**config.mk**
```make
export PLATFORM = sky130hd
export DESIGN_NAME = jpeg_dezigzag_dequant
export DESIGN_NICKNAME = d
export VERILOG_FILES = /design/src/rtl/jpeg_dezigzag_dequant.sv
export SDC_FILE = /design/constraint.sdc
export NUM_CORES = 2
export LEC_CHECK = 0
export CORE_UTILIZATION = 30
export CTS_CLUSTER_SIZE = 10
export DETAILED_ROUTE_END_ITERATION = 12
export SLEW_MARGIN = 0
export SYNTH_ARGS = -nofsm -noshare
export SYNTH_HDL_FRONTEND = slang
export SYNTH_SLANG_ARGS = --single-unit
```
**constraint.sdc**
```tcl
create_clock -name clk -period 5.3 [get_ports clk]
set_input_delay 1.325 -clock clk [delete_from_list [all_inputs] [get_ports clk]]
set_output_delay 1.325 -clock clk [all_outputs]
set_load 0.01 [all_outputs]
```
**src/rtl/jpeg_dezigzag_dequant.sv**
```systemverilog
// -----------------------------------------------------------------------------
// jpeg_dezigzag_dequant
//
// Purpose:
//   Sits between the JPEG entropy decoder and the IDCT. Takes one quantised
//   coefficient per cycle in zig-zag order, multiplies it by the matching
//   8-bit quantisation table entry and stores it at its raster position in a
//   ping-pong pair of 8x8 block buffers. Completed blocks are streamed out in
//   raster order over a valid/ready handshake. The input side never stalls;
//   data arriving while the target bank is still full is dropped and the
//   sticky overflow flag is raised.
//
// Configuration macro:
//   JPEG_DQ_SATURATE_EN  defined   : product saturated to [-32768, 32767]
//                        undefined : product wrapped to its low 16 bits
//
// Ports:
//   clk          in   1   clock
//   rst_n        in   1   asynchronous active-low reset
//   coeff_valid  in   1   coefficient present this cycle
//   coeff_index  in   6   zig-zag index 0..63
//   coeff_value  in  12   signed quantised coefficient
//   block_done   in   1   end of block (with or without a coefficient)
//   qt_wr_en     in   1   quant table write strobe
//   qt_wr_addr   in   6   quant table address (zig-zag order)
//   qt_wr_data   in   8   quant table value
//   out_valid    out  1   output coefficient valid
//   out_ready    in   1   IDCT accepts
//   out_data     out 16   signed dequantised coefficient
//   out_addr     out  6   raster index (row*8+col)
//   out_last     out  1   high with out_addr == 63
//   overflow     out  1   sticky: input dropped because both banks full
// -----------------------------------------------------------------------------
module jpeg_dezigzag_dequant (
  input  logic               clk,
  input  logic               rst_n,
  input  logic               coeff_valid,
  input  logic [5:0]         coeff_index,
  input  logic signed [11:0] coeff_value,
  input  logic               block_done,
  input  logic               qt_wr_en,
  input  logic [5:0]         qt_wr_addr,
  input  logic [7:0]         qt_wr_data,
  output logic               out_valid,
  input  logic               out_ready,
  output logic signed [15:0] out_data,
  output logic [5:0]         out_addr,
  output logic               out_last,
  output logic               overflow
);

  // Zig-zag index -> raster index (standard JPEG scan).
  localparam logic [5:0] ZZ_LUT [0:63] = '{
    6'd0,  6'd1,  6'd8,  6'd16, 6'd9,  6'd2,  6'd3,  6'd10,
    6'd17, 6'd24, 6'd32, 6'd25, 6'd18, 6'd11, 6'd4,  6'd5,
    6'd12, 6'd19, 6'd26, 6'd33, 6'd40, 6'd48, 6'd41, 6'd34,
    6'd27, 6'd20, 6'd13, 6'd6,  6'd7,  6'd14, 6'd21, 6'd28,
    6'd35, 6'd42, 6'd49, 6'd56, 6'd57, 6'd50, 6'd43, 6'd36,
    6'd29, 6'd22, 6'd15, 6'd23, 6'd30, 6'd37, 6'd44, 6'd51,
    6'd58, 6'd59, 6'd52, 6'd45, 6'd38, 6'd31, 6'd39, 6'd46,
    6'd53, 6'd60, 6'd61, 6'd54, 6'd47, 6'd55, 6'd62, 6'd63
  };

  typedef enum logic {
    RD_IDLE   = 1'b0,
    RD_STREAM = 1'b1
  } rd_state_t;

  // ---------------------------------------------------------------------------
  // Quantisation table (registers, identity after reset). A lookup in the
  // same cycle as a write to that entry naturally returns the old value.
  // ---------------------------------------------------------------------------
  logic [7:0] r_qt [0:63];

  always_ff @(posedge clk or negedge rst_n) begin
    if (!rst_n) begin
      for (int i = 0; i < 64; i++) r_qt[i] <= 8'd1;
    end else if (qt_wr_en) begin
      r_qt[qt_wr_addr] <= qt_wr_data;
    end
  end

  // ---------------------------------------------------------------------------
  // Stage 1: input register with table lookups
  // ---------------------------------------------------------------------------
  logic               r_s1_valid;
  logic               r_s1_done;
  logic signed [11:0] r_s1_value;
  logic [5:0]         r_s1_nat;
  logic [7:0]         r_s1_q;

  always_ff @(posedge clk or negedge rst_n) begin
    if (!rst_n) begin
      r_s1_valid <= 1'b0;
      r_s1_done  <= 1'b0;
      r_s1_value <= '0;
      r_s1_nat   <= '0;
      r_s1_q     <= '0;
    end else begin
      r_s1_valid <= coeff_valid;
      r_s1_done  <= block_done;
      r_s1_value <= coeff_value;
      r_s1_nat   <= ZZ_LUT[coeff_index];
      r_s1_q     <= r_qt[coeff_index];
    end
  end

  // ---------------------------------------------------------------------------
  // Multiply and reduce to 16 bits
  // ---------------------------------------------------------------------------
  logic signed [15:0] w_red;

`ifdef JPEG_DQ_SATURATE_EN
  logic signed [20:0] w_prod;
  assign w_prod = r_s1_value * $signed({1'b0, r_s1_q});

  always_comb begin
    w_red = w_prod[15:0];
    if (w_prod > 21'sd32767)
      w_red = 16'sh7FFF;
    else if (w_prod < -21'sd32768)
      w_red = 16'sh8000;
  end
`else
  // The low 16 bits of a product depend only on the low 16 bits of its
  // operands, so multiplying at output width yields the wrapped result.
  always_comb begin
    w_red = r_s1_value * $signed({1'b0, r_s1_q});
  end
`endif

  // ---------------------------------------------------------------------------
  // Stage 2: product register feeding the bank write
  // ---------------------------------------------------------------------------
  logic               r_s2_valid;
  logic               r_s2_done;
  logic [5:0]         r_s2_nat;
  logic signed [15:0] r_s2_data;

  always_ff @(posedge clk or negedge rst_n) begin
    if (!rst_n) begin
      r_s2_valid <= 1'b0;
      r_s2_done  <= 1'b0;
      r_s2_nat   <= '0;
      r_s2_data  <= '0;
    end else begin
      r_s2_valid <= r_s1_valid;
      r_s2_done  <= r_s1_done;
      r_s2_nat   <= r_s1_nat;
      r_s2_data  <= w_red;
    end
  end

  // ---------------------------------------------------------------------------
  // Bank bookkeeping
  // ---------------------------------------------------------------------------
  logic       r_wr_bank;
  logic       r_rd_bank;
  logic [1:0] r_full;
  logic [1:0] w_full_next;
  logic       r_overflow;
  rd_state_t  r_rd_state;
  rd_state_t  w_rd_state_next;
  logic [6:0] r_rd_ptr;      // bit 6 set once all 64 entries are loaded
  logic       r_out_valid;
  logic signed [15:0] r_out_data;
  logic [5:0] r_out_addr;
  logic       r_out_last;

  logic w_free;
  logic w_wr_full;
  logic w_mem_we;
  logic w_commit;
  logic w_drop;
  logic w_load;

  // Final element of the streaming bank handed over this cycle.
  assign w_free = (r_rd_state == RD_STREAM) && r_out_valid && out_ready && r_out_last;

  // A bank being freed this cycle already counts as empty for the writer.
  assign w_wr_full = r_full[r_wr_bank] && !(w_free && (r_rd_bank == r_wr_bank));
  assign w_mem_we  = r_s2_valid && !w_wr_full;
  assign w_commit  = r_s2_done  && !w_wr_full;
  assign w_drop    = (r_s2_valid || r_s2_done) && w_wr_full;

  always_comb begin
    w_full_next = r_full;
    if (w_free)
      w_full_next[r_rd_bank] = 1'b0;
    if (w_commit)
      w_full_next[r_wr_bank] = 1'b1;
  end

  always_ff @(posedge clk or negedge rst_n) begin
    if (!rst_n) begin
      r_full     <= 2'b00;
      r_wr_bank  <= 1'b0;
      r_overflow <= 1'b0;
    end else begin
      r_full <= w_full_next;
      if (w_commit)
        r_wr_bank <= ~r_wr_bank;
      if (w_drop)
        r_overflow <= 1'b1;
    end
  end

  // ---------------------------------------------------------------------------
  // Block buffer: both banks in one array, bank select is the address MSB.
  // ---------------------------------------------------------------------------
  logic signed [15:0] r_mem [0:127];

  always_ff @(posedge clk) begin
    if (w_mem_we)
      r_mem[{r_wr_bank, r_s2_nat}] <= r_s2_data;
  end

  // ---------------------------------------------------------------------------
  // Read FSM
  // ---------------------------------------------------------------------------
  always_ff @(posedge clk or negedge rst_n) begin
    if (!rst_n)
      r_rd_state <= RD_IDLE;
    else
      r_rd_state <= w_rd_state_next;
  end

  always_comb begin
    w_rd_state_next = r_rd_state;
    case (r_rd_state)
      RD_IDLE:   if (r_full[r_rd_bank]) w_rd_state_next = RD_STREAM;
      RD_STREAM: if (w_free)            w_rd_state_next = RD_IDLE;
      default:                          w_rd_state_next = RD_IDLE;
    endcase
  end

  assign w_load = (r_rd_state == RD_STREAM) && !r_rd_ptr[6] && (!r_out_valid || out_ready);

  always_ff @(posedge clk or negedge rst_n) begin
    if (!rst_n) begin
      r_rd_ptr  <= '0;
      r_rd_bank <= 1'b0;
    end else begin
      if (r_rd_state == RD_IDLE && r_full[r_rd_bank])
        r_rd_ptr <= '0;
      else if (w_load)
        r_rd_ptr <= r_rd_ptr + 7'd1;
      if (w_free)
        r_rd_bank <= ~r_rd_bank;
    end
  end

  // Output register doubles as the registered read of the block buffer.
  always_ff @(posedge clk or negedge rst_n) begin
    if (!rst_n) begin
      r_out_valid <= 1'b0;
      r_out_data  <= '0;
      r_out_addr  <= '0;
      r_out_last  <= 1'b0;
    end else if (w_load) begin
      r_out_valid <= 1'b1;
      r_out_data  <= r_mem[{r_rd_bank, r_rd_ptr[5:0]}];
      r_out_addr  <= r_rd_ptr[5:0];
      r_out_last  <= (r_rd_ptr[5:0] == 6'd63);
    end else if (r_out_valid && out_ready) begin
      r_out_valid <= 1'b0;
    end
  end

  assign out_valid = r_out_valid;
  assign out_data  = r_out_data;
  assign out_addr  = r_out_addr;
  assign out_last  = r_out_last;
  assign overflow  = r_overflow;

endmodule

```
==> flow_summary.toml <==
[clock_network]
clkLatencyLatePin_ps = 920
postCtsHoldBufs = 0
cts-root-buf = "clkbuf_16"
cts_buffer_depth = 4
postCtsResizedCells = 0
post_cts_buffers = 0
cts_sinks = 2649
cts_tree = "done"
path_clk_slew_ps = 50
cts_made_buffers = 308
htree_levels = 5

[sta]
finalHoldViolations = 0
min_period_ps = 4480
hold_ws_ps = 346
skew_ps = 116
rsz0062_at_grt = "no"
max_slew_margin = 0.129
slew_viol_final = 0
setup_tns_ps = 0
setup_violations = 0
fin_ws_ps = 821
period_share = 0.845
max_freq_ghz = 0.223
worstMarginPinSlew_ps = 1270

[floorplan]
core_area_sq_um = 359000
initial_utilization = 0.302
die_x_um = 603
rows = 220
die_h_um = 603
die_area_sq_um = 364000
pin_count = 63

[final_layout]
final_nets = 6058
final_cell_mix = "2,048 x edfxtp_1, 660 x mux4_2, 539 x mux2_2, 515 x dfrtp_1, 318 x clkbuf_16"
final_common_cell = "edfxtp_1"
design_area_sq_um = 125000
syn_to_final_growth_pct = 15.4
drive_gt1_frac = 0.331

[synth]
synth_enable_flop_cells = 2048
syn-num-nets = 5688
synth_top_flop_cell = "edfxtp_1"
ys_types = 67
yosys_warnings = 0
synth_area_leaders = "edfxtp_1 57%, mux4_2 14%, dfrtp_1 12%"
ys_seq_area_frac = 0.707
synth_top_area_cell = "edfxtp_1"
netlist_area_sq_um = 108000
synth_cells = 5548
synth_top_area_share = 0.567
synth_area_per_cell_sq_um = 19.5
postSynth.asyncResetShare = 0.227
ys_ff_latch = 2649

[critical_path]
crit_cells = 15
worstPathArrival_ps = 5240
path_class = "reg2reg"
path_max_fanout = 12
path_cells = "nand2_1 -> fa_1 -> inv_1 -> fa_1 -> inv_1 -> fa_1 -> fa_1 -> inv_1 -> ha_1 -> o21ai_0 -> a21boi_0 -> o21ai_0 -> a21oi_1 -> or4_1 -> o211ai_1"
rr_endpoint = "r_s2_data[14]"
crit_path_start_kind = "flop"
r2r-start = "r_s1_q[0]"
cp.required_ps = 6060
cp_top_family = "adder cells"
crit_top_cell = "fa_1"
rr_worst_depth = 15
crit_slowest_cell = "fa_1"
ff2ff_setup_slack_ps = 820
cpPeakStageDelay_ps = 550
crit_buf_inv = 3
critPathCaptureType = "flop"

[global_route]
grt_pass1_wl_um = 419000
grt_max_degree = 120
grt.total_usage = 0.157
grt_pass1_vias = 57000
antenna_found_initial = 22
overflow = 0

[placement]
post_dp_cell_area_sq_um = 116000
globalplace.congestion = 0.878
hpwl_um = 182000
preCtsSetupSlack_ps = 406
portBuffers = 62

[worst_hold_path]
hold_start = "r_s1_valid"
holdPathStages = 0
hold_class = "reg2reg"
min_to = "r_s2_valid"

[drt]
drtPass1Iterations = 7
num_vias = 55700
drcViolationCount = 0
routed_wl_um = 292000
ant_nets = 0
drtIter0Drc = 6379
wl_per_cell_um = 26.9
drt-vias-per-instance = 5.13

[power]
irDropWorstVdd_mv = 0.431
totalPowerFinal_mw = 63.0
leakage_nw = 43.1
p_per_area_nw_per_um2 = 504

[status]
status = "complete, no violations"

[job]
maxCapViolations = 0
-- worst max path at each step --
stage	slack [ps]	to	startpoint
finish	820	r_s2_data[14]	r_s1_q[0]
global route	480	r_s2_data[14]	r_s1_q[1]
CTS	770	r_s2_data[14]	r_s1_q[0]
detailed placement	410	r_mem[32][4]	out_ready
global placement	420	r_mem[32][13]	out_ready
floorplan	1010	r_s2_data[14]	r_s1_q[0]
-- through the flow --
| step | std cells | util |
|---|---|---|
| after detailed placement | 10400 | 0.324 |
| after global routing | 10900 | 0.348 |
| final | 10900 | 0.348 |
| after global placement | 10400 | 0.324 |
| after floorplan | 5548 | - |
| after CTS | 10900 | 0.348 |
-- cells by family after synthesis --
group | after synthesis | synth area share
fa+ha+maj | 102 | 0.0159
mux | 1341 | 0.206
compound gates | 363 | 0.0227
buf+inv | 436 | 0.0197
xor+xnor | 26 | 0.00210
flops | 2649 | 0.707
simple gates | 631 | 0.0265
-- per-layer routing --
| metal | share of wire | vias up | wire (um) | GRT usage |
|---|---|---|---|---|
| met4 | 0.033 | 6 | 9740 | 0.0499 |
| met1 | 0.41 | 30100 | 121000 | 0.218 |
| met2 | 0.48 | 2240 | 140000 | 0.255 |
| li1 | - | 22900 | - | - |
| met5 | 0.00012 | - | 36 | 0 |
| met3 | 0.074 | 474 | 21600 | 0.0240 |
-- report_power, final --
| group | switching [mW] | total [mW] | internal, mW |
|---|---|---|---|
| Sequential | 2.45 | 27.7 | 25.3 |
| Clock | 8.08 | 19.2 | 11.1 |
| Combinational | 9.53 | 16.1 | 6.57 |
| Total | 20.1 | 63.0 | 42.9 |
-- synth_stat cells (18+ instances only) --
cell type	instances
a211oi_1	26
a21oi_1	73
a221oi_1	22
a22oi_1	55
a31oi_1	19
and2_1	51
buf_1	28
buf_2	78
buf_4	30
buf_6	20
clkbuf_1	164
dfrtp_1	537
dfstp_2	64
edfxtp_1	2048
fa_1	59
ha_1	43
inv_1	103
mux2_2	539
mux2i_1	142
mux4_2	660
nand2_1	164
nand2b_1	20
nand3_1	51
nor2_1	242
nor2b_1	33
nor3_1	20
o21ai_0	44
o22ai_1	38
xnor2_1	18
-- cell type report --
| type | count | area (sq um) |
|---|---|---|
| fill | 33300 | 234000 |
| clock inverter | 24 | 367 |
| antenna | 4 | 10.0 |
| timing repair buffer | 392 | 3410 |
| clock buffer | 451 | 8470 |
| multi-input combinational | 2463 | 29700 |
| tap | 4773 | 5970 |
| sequential | 2649 | 76700 |
| inverter | 104 | 390 |
-- sequential cells by signal, indices dropped and copies added (netlist names), 2 cells and up --
| name | flops |
|---|---|
| r_s1_value | 12 |
| r_s1_q | 8 |
| r_s2_data | 16 |
| r_s1_nat | 6 |
| r_full | 2 |
| r_qt | 512 |
| r_s2_nat | 6 |
| r_rd_ptr | 7 |
| r_mem | 2048 |
| out_data | 16 |
| out_addr | 6 |
No activity file was read; power rests on OpenSTA's default activity.
